[src/rtl/cpu_clock_sequencer.sv]
// Run/halt/single-step sequencer for the CPU core: emits a one-cycle clock-enable
// pulse every div_eff clk_in cycles while running or stepping.
module cpu_clock_sequencer #(
    parameter int DIV_WIDTH   = 25,
    parameter int DEFAULT_DIV = 100,
    parameter int STEP_WIDTH  = 16
) (
    input  logic                  clk_in,
    input  logic                  reset_in,
    input  logic                  cfg_we,
    input  logic [DIV_WIDTH-1:0]  cfg_div,
    input  logic                  cmd_run,
    input  logic                  cmd_halt,
    input  logic                  cmd_step,
    input  logic [STEP_WIDTH-1:0] step_count,
    input  logic                  halt_req,
    output logic                  cpu_ce,
    output logic [1:0]            state,
    output logic                  busy,
    output logic [STEP_WIDTH-1:0] steps_left,
    output logic [31:0]           pulse_count
);

    typedef enum logic [1:0] {
        ST_IDLE  = 2'd0,
        ST_RUN   = 2'd1,
        ST_STEP  = 2'd2,
        ST_BREAK = 2'd3
    } state_e;

    state_e                state_q, state_d;
    logic [DIV_WIDTH-1:0]  div_q, div_d;
    logic [DIV_WIDTH-1:0]  cnt_q, cnt_d;
    logic                  ce_q, ce_d;
    logic                  busy_q, busy_d;
    logic [STEP_WIDTH-1:0] steps_q, steps_d;
    logic [31:0]           pc_q, pc_d;

    logic [DIV_WIDTH-1:0]  div_eff;
    logic                  active;
    logic                  active_d;
    logic                  tick_due;
    logic                  tick;

    always_comb begin
        div_eff  = (div_q <= DIV_WIDTH'(1)) ? DIV_WIDTH'(1) : div_q;
        active   = (state_q == ST_RUN) || (state_q == ST_STEP);
        tick_due = active && (cnt_q == div_eff - DIV_WIDTH'(1));
        // A due tick is swallowed by a halt, a breakpoint or a divider reload.
        tick     = tick_due && !cmd_halt && !halt_req && !cfg_we;

        state_d = state_q;
        if (cmd_halt) begin
            state_d = ST_IDLE;
        end else if (cmd_step) begin
            state_d = ST_STEP;
        end else if (cmd_run) begin
            state_d = ST_RUN;
        end else if (halt_req && active) begin
            state_d = ST_BREAK;
        end else if ((state_q == ST_STEP) && tick && (steps_q == STEP_WIDTH'(1))) begin
            state_d = ST_IDLE;
        end

        active_d = (state_d == ST_RUN) || (state_d == ST_STEP);
        busy_d   = active_d;

        steps_d = steps_q;
        if (cmd_halt) begin
            steps_d = '0;
        end else if (cmd_step) begin
            steps_d = (step_count == '0) ? STEP_WIDTH'(1) : step_count;
        end else if (state_d != ST_STEP) begin
            steps_d = '0;
        end else if (tick) begin
            steps_d = steps_q - STEP_WIDTH'(1);
        end

        // A new step burst always restarts the period, even when already stepping.
        if (cfg_we || cmd_step || (state_d != state_q) || !active_d || tick_due) begin
            cnt_d = '0;
        end else begin
            cnt_d = cnt_q + DIV_WIDTH'(1);
        end

        div_d = cfg_we ? cfg_div : div_q;
        ce_d  = tick;
        pc_d  = pc_q + {31'd0, tick};
    end

    always_ff @(posedge clk_in) begin
        if (reset_in) begin
            state_q <= ST_IDLE;
            div_q   <= DIV_WIDTH'(DEFAULT_DIV);
            cnt_q   <= '0;
            ce_q    <= 1'b0;
            busy_q  <= 1'b0;
            steps_q <= '0;
            pc_q    <= '0;
        end else begin
            state_q <= state_d;
            div_q   <= div_d;
            cnt_q   <= cnt_d;
            ce_q    <= ce_d;
            busy_q  <= busy_d;
            steps_q <= steps_d;
            pc_q    <= pc_d;
        end
    end

    assign cpu_ce      = ce_q;
    assign state       = state_q;
    assign busy        = busy_q;
    assign steps_left  = steps_q;
    assign pulse_count = pc_q;

endmodule
[config.mk]
export PLATFORM = sky130hd
export DESIGN_NAME = cpu_clock_sequencer
export DESIGN_NICKNAME = d
export VERILOG_FILES = /design/src/rtl/cpu_clock_sequencer.sv
export SDC_FILE = /design/constraint.sdc
export NUM_CORES = 1
export LEC_CHECK = 0
export ABC_AREA = 1
export CAP_MARGIN = 30
export CORE_MARGIN = 2
export CORE_UTILIZATION = 59
export DETAILED_ROUTE_END_ITERATION = 12
export GPL_TIMING_DRIVEN = 0
export PLACE_DENSITY_LB_ADDON = 0.2
export SLEW_MARGIN = 20
export SYNTH_ARGS = -nofsm -noshare
export SYNTH_HDL_FRONTEND = slang
export SYNTH_SLANG_ARGS = --single-unit
[constraint.sdc]
create_clock -name clk_in -period 10.5 [get_ports clk_in]
set_input_delay 2.1 -clock clk_in [delete_from_list [all_inputs] [get_ports clk_in]]
set_output_delay 2.1 -clock clk_in [all_outputs]
set_load 0.005 [all_outputs]
Yosys cells after proc, flatten, opt, wreduce, memory -nomap -nowiden
Index checks and enable logic that the tools add are counted.
Cells by class
  shifts and indexed selects: 0
  div/mod/pow operators: 0
  $mul: 0
  $add $sub $neg: 4
  mux-type cells: 10
  equality and inequality tests: 8
  $lt $le $gt $ge: 1
  bitwise operators: 0
  reduce and logical (&&, ||, !) cells: 21
Operator list (number)
  $mux W16: 4
  $add A32 B1 Y32: 1
  $add A25 B1 Y25 const B: 1
  $eq A25 B25 Y1: 1
  $le A25 B1 Y1 const B: 1
  $mux W25: 1
  $sub A25 B1 Y25 const B: 1
  $eq A16 B1 Y1 const B: 1
  $logic_not A16 Y1: 1
  $sub A16 B1 Y16 const B: 1
  $mux W2: 5
  $logic_and A1 B1 Y1: 7
  $logic_or A1 B1 Y1: 6
  $eq A2 B1 Y1 const B: 2
  $eq A2 B2 Y1 const B: 2
  $logic_not A1 Y1: 4
  $reduce_or A2 Y1: 2
  $reduce_bool A3 Y1: 1
  $ne A2 B2 Y1: 1
  $ne A2 B2 Y1 const B: 1
Storage, ports and cells
  word-level logic and storage cells: 51
  memories kept: 0
  bits of input ports: 48
  bits in latches: 0
  memory bits (read-only): 0
  output and inout bits: 52
  RAM bits: 0
  register bits after elaboration: 102

Logic depth before layout (Yosys ltp)
  depth in word-level cells: 21
  mapped depth: 41
  gate-level depth less buffers: 40

Least setup slack after synthesis
OpenSTA, ideal clock, no wires.
  path type: input port to flip-flop
  start: in cfg_we
  end: reg pc_q[28], in the netlist pulse_count[28]
  arrival: 4.689 ns
  setup slack: 5.701 ns
  buffers on the path: 0
  required time: 10.390 ns
  setup time: 0.110 ns
  cell stages on the path: 22
  path through: nor3_1 nand2_1 inv_1 ha_1 ha_1 nand3_1 nor2_1 nand4_1 nor3_2 nand2_1 nor4_2 nand3_1 nor3_2 nand2_1 nor2_1 nand3_1 nor2_1 nand2_1 nor2_1 nand3_1 nand2_1 nor2_1
On the way
  word-level cells in the longest chain between the ends: 3
Ends and longest elaborated chain
  start: declaration: RTL line 10  | input logic cfg_we,
  $logic_not A1 Y1: RTL line 50  | tick = tick_due && !cmd_halt && !halt_req && !cfg_we;
  $logic_and A1 B1 Y1: RTL line 50
  named net ce_d: RTL line 34  | logic ce_q, ce_d;
  $add A32 B1 Y32: RTL line 88  | pc_d = pc_q + {31'd0, tick};
  end signal: assignment: RTL line 107  | pc_q <= pc_d;
  end: declaration: RTL line 37  | logic [31:0] pc_q, pc_d;
The timed path passes the listed nets, and every way through them passes these cells.
A chain may end at the register's enable or synchronous reset.

Worst setup path after layout
  start: reg div_q[16]
  end: reg pc_q[28], in the netlist pulse_count[28]
On the way
  word-level cells in the longest chain between the ends: 9
Ends and longest elaborated chain
  start: declaration: RTL line 32  | logic [DIV_WIDTH-1:0] div_q, div_d;
  start signal: assignment: RTL line 94  | div_q <= DIV_WIDTH'(DEFAULT_DIV);
  start signal: assignment: RTL line 102  | div_q <= div_d;
  $le A25 B1 Y1: RTL line 46  | div_eff = (div_q <= DIV_WIDTH'(1)) ? DIV_WIDTH'(1) : div_q;
  $mux W25 (*): RTL line 46
  $sub A25 B1 Y25 (*): RTL line 48  | tick_due = active && (cnt_q == div_eff - DIV_WIDTH'(1));
  $eq A25 B25 Y1 (*): RTL line 48
  $logic_and A1 B1 Y1 (*): RTL line 48
  $logic_and A1 B1 Y1 (*) (3 in a row): RTL line 50
  named net ce_d: RTL line 34
  $add A32 B1 Y32 (*): RTL line 88
Mark *: on every way through the listed nets, which the timed path passes. The rest lies on a longest branch.

==> impl_metrics.env <==
export IMPL_grt_max_degree=17
export IMPL_final_min_clock_period_ns=5.80
export IMPL_synthTopCellsByArea="dfxtp_1, nor2_1, nand2_1"
export IMPL_ir_drop_v=0.0000891
export IMPL_synth_fa_ha_area_share_pct=1.63
export IMPL_avgSynthCellArea_sq_um=7.03
export IMPL_dp_slack_ns=4.60
export IMPL_cts_clk_slew_worst_paths_ns=0.10
export IMPL_wl_um=15100
export IMPL_cp_slowest_cell="dfxtp_1"
export IMPL_postCtsSetupBuffers=0
export IMPL_final_nets=1040
export IMPL_yosysSeqAreaShare_pct=33.2
export IMPL_dp_hpwl_um=11900
export IMPL_synth_compound_area_share_pct=10.4
export IMPL_tightest_slew_ns=0.630
export IMPL_core_sq_um=10200
export IMPL_p_per_area_nw_per_um2=103
export IMPL_wire_per_inst_um=13.4
export IMPL_netlist_top_cells_count="nor2_1, nand2_1, inv_1, dfxtp_1, o21ai_0"
export IMPL_status="completed"
export IMPL_cp_common_cell="nand2_1"
export IMPL_cts_root_buf="clkbuf_8"
export IMPL_synth_simple_area_share_pct=36.8
export IMPL_vias=5945
export IMPL_grt_usage_pct=27.1
export IMPL_fp_row_count=37
export IMPL_synth_top_cell_area_share_pct=33.2
export IMPL_max_freq_ghz=0.172
export IMPL_register_area_sq_um=2040
export IMPL_setup_slack_ns=4.70
export IMPL_synth_top_family_by_area="simple AND/OR/NAND/NOR gates"
export IMPL_die_h_um=106
export IMPL_clock_sinks=102
export IMPL_synth_edff_count=0
export IMPL_synth_main_ff_cell="dfxtp_1"
export IMPL_antenna_found_initial=0
export IMPL_grt_pass1_vias=5337
export IMPL_cp_top_family="simple AND/OR/NAND/NOR gates"
export IMPL_grt_pass1_wl_um=24700
export IMPL_drtPass1Iterations=5
export IMPL_dieArea_sq_um=11200
export IMPL_synth_xor_area_share_pct=9.08
export IMPL_cts_tree="done"
export IMPL_synth_top_area_cell="dfxtp_1"
export IMPL_clk_path_buf_depth=2
export IMPL_critPathRequiredTime_ns=10.82
export IMPL_holdCritPathClass="reg -> reg"
export IMPL_crit_type="reg -> reg"
export IMPL_postSynth_asyncResetShare_pct=0
export IMPL_hold_viol=0
export IMPL_rsz0062_at_grt="false"
export IMPL_drive_gt1_share_pct=9.61
export IMPL_cts_hold_buf=0
export IMPL_areaGrowthSynthToFinish_pct=21.6
export IMPL_htree_levels=3
export IMPL_antenna_left=0
export IMPL_arrival_ns=6.12
export IMPL_yosys_register_bits=102
export IMPL_cp_start_kind="flip-flop"
export IMPL_finalCritPeriodShare_pct=55.3
export IMPL_cts_made_buffers=9
export IMPL_finalWeightedCongestion=0.914
export IMPL_place_inst=1109
export IMPL_max_stage_delay_ns=0.40
export IMPL_die_w_um=106
export IMPL_final_cells=1125
export IMPL_remaining_drc_errors=0
export IMPL_synth_area_sq_um=6140
export IMPL_drv_cap=0
export IMPL_drv_slew=0
export IMPL_fin_tns_setup_ns=0
export IMPL_synth_most_common_cell="nor2_1"
export IMPL_end_kind="flip-flop"
export IMPL_synthesis_nets=930
export IMPL_fill_cells=881
export IMPL_ys_warn_count=0
export IMPL_final_setup_viol_count=0
export IMPL_ys_types=48
export IMPL_start_util_pct=60.0
export IMPL_syn_inst=874
export IMPL_placement_io_buffers=99
export IMPL_crit_buf_inv=3
export IMPL_clock_skew_ns=0.00985
export IMPL_drt_iter0_drc=263
export IMPL_overflow=0
export IMPL_via_per_inst=5.28
export IMPL_ioPinCount=100
export IMPL_multi_input_area_sq_um=3560
export IMPL_antenna_cells=0
export IMPL_post_cts_resized=0
export IMPL_relSlewSlack_pct=58.0
export IMPL_synthMuxAreaShare_pct=0
export IMPL_cp_max_fo=8
export IMPL_clk_latency_ns=0.38
export IMPL_leakage_nw=2.82
## metal layers
metal  part of all wire (%)  global-route usage, %  vias to the layer above
met4                    2.5                   9.12                        0
met5                      0                      0                        -
li1                       -                      -                     3039
met2                     48                   46.3                      174
met3                    6.2                   5.76                       36
met1                     43                   34.0                     2696
## layout by cell type (no fill, tap or decap), types with 3 or more instances in the layout
| cell | netlist | final |
|---|---|---|
| inv_1 | 105 | 105 |
| a221oi_1 | 3 | 3 |
| clkdlybuf4s50_1 | 0 | 99 |
| nand4_1 | 26 | 26 |
| ha_1 | 8 | 8 |
| nor3_2 | 6 | 6 |
| nor3b_1 | 5 | 5 |
| nor3_1 | 18 | 18 |
| o21ai_0 | 56 | 56 |
| nand3_2 | 4 | 4 |
| a211oi_1 | 4 | 4 |
| o21a_1 | 3 | 3 |
| nand2_1 | 127 | 127 |
| a21oi_1 | 39 | 39 |
| nor4_1 | 8 | 8 |
| a31oi_1 | 3 | 3 |
| or2_2 | 4 | 4 |
| nor2_4 | 24 | 24 |
| dfxtp_1 | 102 | 102 |
| clkinv_2 | 0 | 3 |
| nor2_2 | 11 | 11 |
| clkbuf_1 | 14 | 15 |
| inv_2 | 7 | 7 |
| xor2_1 | 36 | 36 |
| clkbuf_8 | 0 | 9 |
| xnor2_1 | 24 | 24 |
| nand3_1 | 45 | 45 |
| nor2_1 | 153 | 153 |
| nand2_2 | 8 | 8 |
## metrics by stage
stage                     area, sq um  util, %  hold slack, ns  power [mW]
after floorplan                  6140        -           0.430       0.500
after global placement           7300     71.4           0.447       0.548
after detailed placement         7300     71.4           0.461       0.550
after CTS                        7470     73.0           0.476       0.772
after global routing             7470     73.0           0.486       0.805
final                            7470     73.0           0.474       0.768
## logic make-up after synthesis
logic type | after synthesis
compound gates | 117
xor+xnor | 62
buf+inv | 134
flops | 102
simple gates | 451
fa+ha+maj | 8
## tightest hold or removal path: stages, from the launching register on
cell and delay (ns):
dfxtp_1 0.32, inv_1 0.06, a21oi_1 0.06
## worst paths after layout
kind / startpoint / to / slack, ns / cells past startpoint
max reg2reg: div_q[16] / pulse_count[28] / 4.70 / 40
min: pulse_count[31] / pulse_count[31] / 0.47 / 2
min reg2reg: pulse_count[31] / pulse_count[31] / 0.47 / 2
max: div_q[16] / pulse_count[28] / 4.70 / 40
## registers in the layout (all words and copies together) (netlist names)
signal / cells
steps_left: 16
state: 2
cnt_q: 25
pulse_count: 32
busy: 1
cpu_ce: 1
div_q: 25
## power by group
part,total (mW),switching (mW),internal (mW)
clock,0.225,0.140,0.0855
combinational,0.132,0.0737,0.0580
sequential,0.410,0.0135,0.397
## area by class of cell
cell class	instances	area share [%]
Inverter	114	5.73
Tap cell	136	2.28
Sequential cell	102	27.3
Timing Repair Buffer	99	13.3
Multi-Input combinational cell	638	47.6
Clock buffer	10	1.71
Clock inverter	6	0.519
Buffer	20	1.52
Note: power is estimated with default switching activity, not from simulation.
